$ cat src/rtl/multi_player_match_game.sv
// multi_player_match_game: N-player timed sequence-matching game controller.
// Password unlock, LFSR targets, timed guess capture, scoring and winners.
module multi_player_match_game #(
   parameter int NUM_PLAYERS = 2,
   parameter int SEQ_W = 4,
   parameter int ROUNDS = 8,
   parameter int PAS_LEN = 6,
   parameter logic [PAS_LEN-1:0] PAS_VAL = 6'b111111,
   parameter int TIMEOUT = 50,
   parameter logic [15:0] LFSR_SEED = 16'hACE1,
   localparam int SCORE_W = $clog2(ROUNDS + 1)
) (
   input  logic Clk,
   input  logic Rst,
   input  logic Start,
   input  logic Stop,
   input  logic Pas,
   input  logic AcsPas,
   input  logic AcsRNG,
   input  logic [NUM_PLAYERS-1:0] AcsP,
   input  logic [NUM_PLAYERS*SEQ_W-1:0] Guess,
   output logic [SEQ_W-1:0] Target,
   output logic [NUM_PLAYERS*SCORE_W-1:0] Score,
   output logic [SCORE_W-1:0] Round,
   output logic [NUM_PLAYERS-1:0] Win,
   output logic Tie,
   output logic BadPas,
   output logic [2:0] State
);

   localparam int CNT_W = $clog2(PAS_LEN + 1);
   localparam int TMR_W = $clog2(TIMEOUT + 1);
   localparam int PCNT_W = $clog2(NUM_PLAYERS + 1);

   typedef enum logic [2:0] {
      stIdle = 3'd0,
      stUnlock = 3'd1,
      stWaitRng = 3'd2,
      stGuess = 3'd3,
      stScore = 3'd4,
      stDone = 3'd5
   } stateT;

   stateT state, stateNext;

   logic [15:0] lfsr, lfsrNext;
   logic pasQ, rngQ, startQ;
   logic [NUM_PLAYERS-1:0] pQ;
   logic pasEdge, rngEdge, startEdge;
   logic [NUM_PLAYERS-1:0] pEdge;

   logic [CNT_W-1:0] pasCnt;
   logic [PAS_LEN-1:0] pasShift, pasShiftNext;
   logic pasFull, pasOk;

   logic [TMR_W-1:0] timer;
   logic timerLast;
   logic [NUM_PLAYERS-1:0] captured, capNext;
   logic allCap;
   logic [SEQ_W-1:0] guessR [NUM_PLAYERS];

   logic [SCORE_W-1:0] scoreR [NUM_PLAYERS];
   logic [SCORE_W-1:0] scoreNext [NUM_PLAYERS];
   logic [SCORE_W-1:0] maxScore;
   logic [NUM_PLAYERS-1:0] winNext;
   logic [PCNT_W-1:0] winCnt;
   logic tieNext;
   logic lastRound;

   logic clearGame, doPas, doLoad, inGuess, doScore;

   // Galois LFSR, taps 16,14,13,11
   always_comb begin
      lfsrNext = {1'b0, lfsr[15:1]};
      if (lfsr[0]) begin
         lfsrNext = lfsrNext ^ 16'hB400;
      end
   end

   always_comb begin
      pasEdge = AcsPas & ~pasQ;
      rngEdge = AcsRNG & ~rngQ;
      startEdge = Start & ~startQ;
      pEdge = AcsP & ~pQ;
      pasShiftNext = PAS_LEN'({pasShift, Pas});
      pasFull = pasEdge && (pasCnt == CNT_W'(PAS_LEN - 1));
      pasOk = (pasShiftNext == PAS_VAL);
      capNext = captured | pEdge;
      allCap = &capNext;
      timerLast = (timer == TMR_W'(1));
      lastRound = (Round == SCORE_W'(ROUNDS - 1));
   end

   // Winner flags come from the post-round scores
   always_comb begin
      maxScore = '0;
      for (int i = 0; i < NUM_PLAYERS; i++) begin
         scoreNext[i] = scoreR[i];
         if (captured[i] && guessR[i] == Target &&
             scoreR[i] != SCORE_W'(ROUNDS)) begin
            scoreNext[i] = scoreR[i] + SCORE_W'(1);
         end
         if (scoreNext[i] > maxScore) begin
            maxScore = scoreNext[i];
         end
      end
      winCnt = '0;
      winNext = '0;
      for (int i = 0; i < NUM_PLAYERS; i++) begin
         winNext[i] = (scoreNext[i] == maxScore);
         winCnt = winCnt + PCNT_W'(winNext[i]);
      end
      tieNext = (winCnt > PCNT_W'(1));
   end

   always_comb begin
      stateNext = state;
      unique case (state)
         stIdle: begin
            if (Start) stateNext = stUnlock;
         end
         stUnlock: begin
            if (pasFull) stateNext = pasOk ? stWaitRng : stIdle;
         end
         stWaitRng: begin
            if (rngEdge) stateNext = stGuess;
         end
         stGuess: begin
            if (allCap || timerLast) stateNext = stScore;
         end
         stScore: begin
            stateNext = lastRound ? stDone : stWaitRng;
         end
         stDone: begin
            if (startEdge) stateNext = stUnlock;
         end
         default: stateNext = stIdle;
      endcase
      if (Stop) stateNext = stIdle;
   end

   always_comb begin
      clearGame = !Stop && ((state == stIdle && Start) ||
                            (state == stDone && startEdge));
      doPas = !Stop && state == stUnlock && pasEdge;
      doLoad = !Stop && state == stWaitRng && rngEdge;
      inGuess = !Stop && state == stGuess;
      doScore = !Stop && state == stScore;
   end

   always_ff @(posedge Clk or negedge Rst) begin
      if (!Rst) begin
         state <= stIdle;
      end else begin
         state <= stateNext;
      end
   end

   always_ff @(posedge Clk or negedge Rst) begin
      if (!Rst) begin
         lfsr <= LFSR_SEED;
         pasQ <= 1'b0;
         rngQ <= 1'b0;
         startQ <= 1'b0;
         pQ <= '0;
         pasCnt <= '0;
         pasShift <= '0;
         timer <= '0;
         captured <= '0;
         Target <= '0;
         Round <= '0;
         Win <= '0;
         Tie <= 1'b0;
         BadPas <= 1'b0;
         for (int i = 0; i < NUM_PLAYERS; i++) begin
            guessR[i] <= '0;
            scoreR[i] <= '0;
         end
      end else begin
         lfsr <= lfsrNext;
         pasQ <= AcsPas;
         rngQ <= AcsRNG;
         startQ <= Start;
         pQ <= AcsP;
         BadPas <= 1'b0;
         if (clearGame) begin
            pasCnt <= '0;
            pasShift <= '0;
            Round <= '0;
            Win <= '0;
            Tie <= 1'b0;
            for (int i = 0; i < NUM_PLAYERS; i++) begin
               scoreR[i] <= '0;
            end
         end
         if (doPas) begin
            pasShift <= pasShiftNext;
            pasCnt <= pasCnt + CNT_W'(1);
            if (pasFull && !pasOk) BadPas <= 1'b1;
         end
         if (doLoad) begin
            Target <= lfsr[SEQ_W-1:0];
            captured <= '0;
            timer <= TMR_W'(TIMEOUT);
         end
         if (inGuess) begin
            for (int i = 0; i < NUM_PLAYERS; i++) begin
               if (pEdge[i] && !captured[i]) begin
                  guessR[i] <= Guess[i*SEQ_W +: SEQ_W];
               end
            end
            captured <= capNext;
            timer <= timer - TMR_W'(1);
         end
         if (doScore) begin
            for (int i = 0; i < NUM_PLAYERS; i++) begin
               scoreR[i] <= scoreNext[i];
            end
            Round <= Round + SCORE_W'(1);
            Win <= winNext;
            Tie <= tieNext;
         end
      end
   end

   always_comb begin
      Score = '0;
      for (int i = 0; i < NUM_PLAYERS; i++) begin
         Score[i*SCORE_W +: SCORE_W] = scoreR[i];
      end
      State = state;
   end

endmodule

$ cat config.mk
export PLATFORM = sky130hd
export DESIGN_NAME = multi_player_match_game
export DESIGN_NICKNAME = d
export VERILOG_FILES = /design/src/rtl/multi_player_match_game.sv
export SDC_FILE = /design/constraint.sdc
export NUM_CORES = 1
export LEC_CHECK = 0
export ABC_CLOCK_PERIOD_IN_PS = 4250
export BUFFER_PORTS_ARGS = -buffer_cell sky130_fd_sc_hd__buf_4
export CORE_MARGIN = 2
export CORE_UTILIZATION = 56
export DETAILED_ROUTE_END_ITERATION = 10
export PLACE_DENSITY = 0.85
export SLEW_MARGIN = 5
export SYNTH_ARGS = -nofsm -noshare
export SYNTH_HDL_FRONTEND = slang
export SYNTH_SLANG_ARGS = --single-unit
$ cat constraint.sdc
create_clock -name Clk -period 4.25 [get_ports Clk]
set_input_delay 0.85 -clock Clk [delete_from_list [all_inputs] [get_ports Clk]]
set_output_delay 0.85 -clock Clk [all_outputs]
set_load 0.01 [all_outputs]
# [Word level (Yosys, flattened, before mapping)]
# Cells that the tools add are included.
[totals] register_bits=68 latch_bits=0 ramBits=0 romBits=0 output_inout_bits=23 mem_count=0
[classes] n_addsub=6 mul=0 n_div=0 magnitude_cmp=3 eq_ne=20 n_shift=0 muxes=32 n_bitwise=10 reduce_logical=31
[op_table] cell="2-to-1 mux 3 bit" count=9
[op_table] cell="2-to-1 mux 4 bit" count=6
[op_table] cell="one-hot mux 3 bit (6 select lines)" count=1
[op_table] cell="logical AND 1 bit" count=17
[op_table] cell="== test 4 bit" count=4
[op_table] cell="2-to-1 mux 16 bit" count=1
[op_table] cell="2-to-1 mux 8 bit" count=2
[op_table] cell="!= test 3 bit (second input constant)" count=5
[op_table] cell="adder 4 x 1 -> 4 bit (second input constant)" count=3
[op_table] cell="2-to-1 mux 6 bit" count=2
[op_table] cell="2-to-1 mux 2 bit" count=5
[op_table] cell="2-to-1 mux 5 bit" count=2
[op_table] cell="== test 3 bit (second input constant)" count=3
[op_table] cell="!= test 4 bit (second input constant)" count=2
[op_table] cell="== test 3 x 2 -> 1 bit (second input constant)" count=2
[op_table] cell="== test 6 x 1 -> 1 bit (second input constant)" count=1
[op_table] cell="== test 6 bit (second input constant)" count=1
[op_table] cell="AND reduction 2 bit" count=3
[op_table] cell="nonzero test 2 bit" count=3
[op_table] cell="subtractor 6 x 1 -> 6 bit (second input constant)" count=1
[op_table] cell="AND reduction 5 bit" count=1
[op_table] cell="== test 4 x 3 -> 1 bit (second input constant)" count=1
[op_table] cell="greater-than comparator 4 x 1 -> 1 bit (second input constant)" count=1
[op_table] cell="greater-than comparator 4 bit" count=1
[op_table] cell="other kinds (14)" count=25

# [Depth between registers and ports, before layout]
# Gate-level depths: netlist (run 1).
[logic_depth] depth_word=12 mapped_depth=15 mapped_depth_nobuf=15

# [Least setup slack after synthesis (run 1)]
# OpenSTA, ideal clock, no wires.
[synth_path] path_type="reg2reg" startpoint="register scoreR, in the netlist Score[4]" endpoint="register Win[0]" setup_time_ns=0.077 arrival_ns=2.641 setup_slack_ns=1.532 stages_incl_launch_ff=16 path_cell_list="dfrtp_1 > inv_1 > ha_1 > and3b_1 > nor4_2 > nand3_2 > mux2i_1 > inv_1 > ha_1 > nor2b_1 > o21ai_0 > nand2b_1 > a21oi_1 > a41o_2 > nor2_1 > a21oi_1"
[synth_via] elab_chain_len=7
[synth_rtl] item="start, declared" line_no="62" rtl="logic [SCORE_W-1:0] scoreR [NUM_PLAYERS];"
[synth_rtl] item="start signal, assigned by index" line_no="217" rtl="scoreR[i] <= scoreNext[i];"
[synth_rtl] item="parallel branches: the longest is 2 deep, another holds adder 4 x 1 -> 4 bit"
[synth_rtl] item="2-to-1 mux 4 bit (*)" line_no="99" rtl="if (captured[i] && guessR[i] == Target &&"
[synth_rtl] item="greater-than comparator 4 bit" line_no="103" rtl="if (scoreNext[i] > maxScore) begin"
[synth_rtl] item="2-to-1 mux 4 bit (*)" line_no="103"
[synth_rtl] item="== test 4 bit (*)" line_no="110" rtl="winNext[i] = (scoreNext[i] == maxScore);"
[synth_rtl] item="2-to-1 mux 2 bit (*)" line_no="215" rtl="if (doScore) begin"
[synth_rtl] item="end signal, assigned" line_no="220" rtl="Win <= winNext;"
[synth_rtl] item="end, declared" line_no="25" rtl="output logic [NUM_PLAYERS-1:0] Win,"
# Mark *: on every way between the ends.
# A chain may end at the register's enable or synchronous reset.

# [Worst setup path after layout (run 1)]
# Same ends and word-level chain as after synthesis.

==> impl_metrics.json, run 1 <==
{
  "final_cell_area_um2": 3760,
  "place_area_um2": 3560,
  "clock.fmax_mhz": 327,
  "max_stage_delay_ns": 0.47,
  "grt.overflow.total": 0,
  "ff2ff_setup_slack_ns": 1.19,
  "cts_resized": 0,
  "fin_tns_setup_ns": 0,
  "first_iter_violations": 184,
  "slew_headroom_pct": 35.0,
  "clk_path_buf_depth": 2,
  "critPathKind": "reg -> reg",
  "cp.required_ns": 4.53,
  "fin_util_pct": 68.2,
  "htreeDepth": 3,
  "syn2layout_area_growth_pct": 17.3,
  "die_area_um2": 6340,
  "multiInputGateArea_um2": 1420,
  "grt_start_max_net_pins": 69,
  "insertion_delay_ns": 0.35,
  "postCtsSetupBuffers": 0,
  "yosysWarnings": 0,
  "drt_pre_antenna_iters": 4,
  "synth_cells": 295,
  "syn_nets": 325,
  "synth_edf_count": 0,
  "root_buffer": "clkbuf_8",
  "drt-wirelength-per-cell_um": 15.4,
  "drc_errors": 0,
  "layout_commonest_cell": "dfrtp_1",
  "power_w": 0.00128,
  "skew_ns": 0.00486,
  "finalSetupViolations": 0,
  "final_cell_mix": "60 x dfrtp_1, 40 x buf_4, 37 x nand2_1",
  "synth-main-ff-cell": "dfrtp_1",
  "finalHoldViolCount": 0,
  "drv_slew": 0,
  "period_needed_ns": 3.06,
  "ant_nets": 0,
  "routed_wl_um": 6360,
  "period_share_pct": 71.9,
  "die_w_um": 79.6,
  "drive_above_1_share_pct": 26.1,
  "numCtsBuffers": 9,
  "grt_pass1_vias": 2312,
  "start_kind": "flip-flop",
  "whs_ns": 0.355,
  "cts.sinks": 68,
  "cellPowerDensity_nw_per_um2": 340,
  "hold_class": "reg -> reg",
  "vias": 2314,
  "dpl.hpwl_um": 4270,
  "fin_nets": 366,
  "async_reset_ff_share_pct": 100,
  "regArea_um2": 1710,
  "ir_worst_vdd_mv": 0.256,
  "synth.distinct_cells": 49,
  "cp_cell_sequence": "inv_1, ha_1, and3b_1, nor4_2, nand3_2, mux2i_1, inv_1, ha_1, nor2b_1, o21ai_0, nand2b_1, a21oi_1, a41o_2, nor2_1, a21oi_1",
  "outcome": "completed",
  "grt_use_total_pct": 22.4,
  "n_antenna_cell": 0,
  "clk_pin_slew_worst_paths_ns": 0.08,
  "critical_path_arrival_ns": 3.33,
  "timing.critical_path.to_type": "flip-flop",
  "syn_avg_cell_area_um2": 10.9,
  "ys_seq_area_share_pct": 53.4,
  "syn_area_um2": 3200,
  "antenna_found_initial": 0,
  "cts_tree": "yes",
  "rsz0062_at_grt": "no",
  "path_max_fanout": 7,
  "grt_pass1_wl_um": 10800,
  "worst_pin_slew_ns": 0.970,
  "port_buffers": 39,
  "holdBufCountCts": 0,
  "start_util_pct": 58.2,
  "rows": 27,
  "placeableCoreArea_um2": 5510,
  "num_io_pins": 40,
  "power.leakage_nw": 1.82,
  "n_fill_cell": 402,
  "ys_seq_elements": 68,
  "gp_congestion": 0.878,
  "die_h_um": 79.6,
  "via_per_inst": 5.60,
  "maxCapViolCount": 0,
  "crit_path_top_delay_cell": "dfrtp_1"
}
==> state kept, by name, summed over array words and instances, names as in the netlist, 2 cells and up <==
name and flops:
Round 4, Score 8, State 3, Target 4, Win 2, captured 2
guessR 8, lfsr 16, pQ 2, pasCnt 3, pasShift 5, timer 6
==> layout make-up <==
type                            instances  area share [%]
Multi-Input combinational cell        208            37.9
Timing Repair Buffer                   40            7.99
Clock inverter                          7            2.00
Inverter                                9           0.899
Sequential cell                        68            45.6
Tap cell                               72            2.40
Clock buffer                            9            3.30
==> metal layers <==
| metal | GRT usage (%) | share of wire [%] |
|---|---|---|
| met5 | 0 | 0 |
| met2 | 36.4 | 48 |
| met3 | 5.09 | 5.9 |
| met1 | 28.6 | 44 |
| met4 | 10.0 | 1.9 |
==> power breakdown <==
part / total [W] / switching [W] / internal [W]
clock network: 0.000530 / 0.000257 / 0.000273
logic: 0.0000745 / 0.0000438 / 0.0000307
registers: 0.000672 / 0.0000130 / 0.000659
==> metrics by stage <==
step / std cells / setup slack [ns]
5_1_grt: 413 / 0.923
3_3_place_gp: 397 / 1.46
6_report: 413 / 1.19
3_5_place_dp: 397 / 1.25
2_1_floorplan: 295 / 1.53
4_1_cts: 413 / 1.22
==> worst paths after layout <==
check                                             to                  from  cells after the start
worst max-delay path              Win[0]$_DFFE_PN0P_  Score[4]$_DFFE_PN0P_                     15
worst min-delay path               lfsr[8]$_DFF_PN0_     lfsr[9]$_DFF_PN0_                      0
worst max register to register    Win[0]$_DFFE_PN0P_  Score[4]$_DFFE_PN0P_                     15
worst min register to register     lfsr[8]$_DFF_PN0_     lfsr[9]$_DFF_PN0_                      0
max in group asynchronous       Score[1]$_DFFE_PN0P_                   Rst                      1
min in group asynchronous          lfsr[3]$_DFF_PN0_                   Rst                      1
==> synthesized netlist by cell type (8+ instances only) <==
library cell	instances	area share [%]
xnor2_1	11	3.0
dfstp_2	8	6.6
nor2_1	16	1.9
nand3_1	18	2.8
dfrtp_1	60	47
xor2_1	10	2.7
mux2_2	12	4.2
a21oi_1	14	2.2
o21ai_0	17	2.7
ha_1	13	5.1
inv_1	9	1.1
nand2_1	37	4.3
==> logic make-up (layout without fill, tap and decap cells) <==
logic type | Yosys count | in the layout | synth area share, %
buf+inv | 19 | 65 | 2.38
compound gates | 48 | 48 | 8.71
fa+ha+maj | 13 | 13 | 5.08
flops | 68 | 68 | 53.4
mux | 16 | 16 | 5.47
simple gates | 108 | 108 | 17.7
xor+xnor | 23 | 23 | 7.26
==> worst max-delay path: cells and delay by family, from the launching register on <==
family	cells	cell delay (ns)
buffers and inverters	2	0.17
flip-flops	1	0.47
AO/OA/AOI/OAI	4	0.58
adder cells (fa/ha/maj)	2	0.48
AND/OR/NAND/NOR	6	0.96
multiplexers	1	0.33
No activity file was read; power rests on OpenSTA's default activity.
==> run 2, diff against run 1 <==
--- a/config.mk
+++ b/config.mk
@@ -5,7 +5,7 @@
 export SDC_FILE = /design/constraint.sdc
 export NUM_CORES = 1
 export LEC_CHECK = 0
-export ABC_CLOCK_PERIOD_IN_PS = 4250
+export ABC_CLOCK_PERIOD_IN_PS = 3000
 export BUFFER_PORTS_ARGS = -buffer_cell sky130_fd_sc_hd__buf_4
 export CORE_MARGIN = 2
 export CORE_UTILIZATION = 56
==> constraint.sdc (replaced) <==
create_clock -name Clk -period 3 [get_ports Clk]
set_input_delay 0.6 -clock Clk [delete_from_list [all_inputs] [get_ports Clk]]
set_output_delay 0.6 -clock Clk [all_outputs]
set_load 0.01 [all_outputs]
==> impl_metrics.json, run 2 (synthesized netlist as in run 1, its figures left out) <==
{
  "outcome": "completed",
  "dpl.hpwl_um": 4400,
  "critical_path_arrival_ns": 3.06,
  "first_iter_violations": 130,
  "critPathKind": "reg -> reg",
  "start_util_pct": 58.2,
  "cts.sinks": 68,
  "finalSetupViolations": 0,
  "syn2layout_area_growth_pct": 20.9,
  "hold_class": "reg -> reg",
  "power_w": 0.00190,
  "clk_path_buf_depth": 2,
  "final_cell_mix": "59 x dfrtp_1, 50 x buf_4, 37 x nand2_1",
  "port_buffers": 39,
  "skew_ns": 0.0121,
  "die_area_um2": 6340,
  "p_switching_w": 0.000449,
  "fin_nets": 376,
  "multiInputGateArea_um2": 1440,
  "insertion_delay_ns": 0.35,
  "regArea_um2": 1710,
  "cp_cell_sequence": "inv_1, ha_1, and3b_1, nor4_4, nand3_2, mux2i_2, inv_1, ha_1, nor2b_1, o21ai_0, nand2b_1, a21oi_1, a41o_2, nor2_1, a21oi_1",
  "worst_pin_slew_ns": 0.817,
  "slew_headroom_pct": 45.5,
  "cellPowerDensity_nw_per_um2": 491,
  "startpoint": "Score[5]$_DFFE_PN0P_",
  "n_antenna_cell": 0,
  "ant_nets": 0,
  "finalHoldViolCount": 0,
  "drt-wirelength-per-cell_um": 15.5,
  "clock.fmax_mhz": 357,
  "via_per_inst": 5.68,
  "finalNonFillerCells": 423,
  "die_h_um": 79.6,
  "cp.required_ns": 3.26,
  "swShare_pct": 23.6,
  "period_needed_ns": 2.80,
  "grt.overflow.total": 0,
  "root_buffer": "clkbuf_8",
  "htreeDepth": 3,
  "cellInternalPower_w": 0.00145,
  "holdBufCountCts": 0,
  "vias": 2403,
  "crit_path_top_delay_cell": "dfrtp_2",
  "path_max_fanout": 5,
  "timing.critical_path.to_type": "flip-flop",
  "ir_worst_vdd_mv": 0.343,
  "num_io_pins": 40,
  "clk_pin_slew_worst_paths_ns": 0.08,
  "period_share_pct": 93.3,
  "dp_slack_ns": 0.138,
  "drt_pre_antenna_iters": 6,
  "dp_cells": 400,
  "largest_reg_flops": 16,
  "power_frac_seq_pct": 50.0,
  "power.leakage_nw": 1.87,
  "crit-reg2reg-launch": "Score[5]$_DFFE_PN0P_",
  "clkPwrFrac_pct": 44.1,
  "die_w_um": 79.6,
  "maxCapViolCount": 0,
  "antenna_found_initial": 0,
  "grt_pass1_wl_um": 10800,
  "placeableCoreArea_um2": 5510,
  "numCtsBuffers": 9,
  "n_fill_cell": 401,
  "hp-start": "lfsr[9]$_DFF_PN0_",
  "rows": 27,
  "drive_above_1_share_pct": 29.1,
  "combinationalPowerShare_pct": 5.9,
  "start_kind": "flip-flop",
  "max_stage_delay_ns": 0.40,
  "layout_commonest_cell": "dfrtp_1",
  "grt_pass1_vias": 2317,
  "top_register": "lfsr",
  "gp_congestion": 0.884,
  "worst_slack_ns": 0.200,
  "drc_errors": 0,
  "routed_wl_um": 6560,
  "drv_slew": 0,
  "grt_use_total_pct": 22.6,
  "cts_tree": "yes",
  "grt_start_max_net_pins": 69
}
## run 2: cell types whose count changed in the layout (fill, tap and decap cells not counted)
cell,change
mux2i_1,-2
bufinv_16,+1
nor4_2,-1
mux2i_2,+2
dfrtp_2,+1
dfrtp_1,-1
nor4_4,+1
clkinv_4,-1
clkinvlp_4,+1
buf_4,+10
clkinv_2,-1
## run 2: layout make-up
cell class,count,area share (%)
flip-flops and latches,68,44.2
multi-input cells,208,37.1
repair buffers,50,9.69
clock buffers,9,3.20
clock inverters,7,2.55
well taps,72,2.33
inverters,9,0.872
## run 2: repair_timing
item / 4_1_cts / 5_1_grt
buffers inserted: 0 / 7
resized for setup: 0 / 4
endpoints found under the setup margin: 0 / 2
## run 2: final timing paths
kind,slack (ns),to,cells after the start
hold / removal,0.35,lfsr[8]$_DFF_PN0_,0
hold reg to reg,0.35,lfsr[8]$_DFF_PN0_,0
setup / recovery,0.20,Win[0]$_DFFE_PN0P_,15
setup reg to reg,0.20,Win[0]$_DFFE_PN0P_,15
max in group asynchronous,2.08,Score[5]$_DFFE_PN0P_,1
min in group asynchronous,0.36,lfsr[8]$_DFF_PN0_,1
## run 2: power by group through the flow
stage | registers (W) | logic, W | clock network (W)
6_report | 0.000952 | 0.000112 | 0.000839
5_1_grt | 0.000954 | 0.000126 | 0.000897
4_1_cts | 0.000951 | 0.000107 | 0.000851
3_5_place_dp | 0.000968 | 0.000106 | 0
3_3_place_gp | 0.000967 | 0.000103 | 0
2_1_floorplan | 0.000961 | 0.0000620 | 0
## run 2: worst max-delay path, delay by kind of cell, from the launching register on
kind / cells / cell delay [ns]
and+or+nand+nor: 6 / 0.92
adders and majority gates: 2 / 0.46
AOI/OAI and AO/OA: 4 / 0.57
muxes: 1 / 0.23
DFF: 1 / 0.40
buffers and inverters: 2 / 0.13
## run 2: metrics by stage
stage | utilization [%] | area, um2 | hold slack, ns | setup TNS, ns
2_1_floorplan | - | 3200 | 0.304 | 0
3_3_place_gp | 65.0 | 3580 | 0.332 | 0
3_5_place_dp | 65.0 | 3580 | 0.335 | 0
4_1_cts | 69.1 | 3800 | 0.351 | 0
5_1_grt | 70.3 | 3870 | 0.348 | -0.0308
6_report | 70.3 | 3870 | 0.352 | 0
## run 2: routing by layer
| metal | part of all wire, % | GRT usage (%) | vias up | routed length [um] |
|---|---|---|---|---|
| li1 | - | - | 1134 | - |
| met1 | 44 | 29.6 | 1177 | 2870 |
| met2 | 48 | 34.5 | 73 | 3130 |
| met3 | 5.8 | 5.88 | 19 | 380 |
| met4 | 2.6 | 11.6 | 0 | 172 |
| met5 | 0 | 0 | - | 0 |
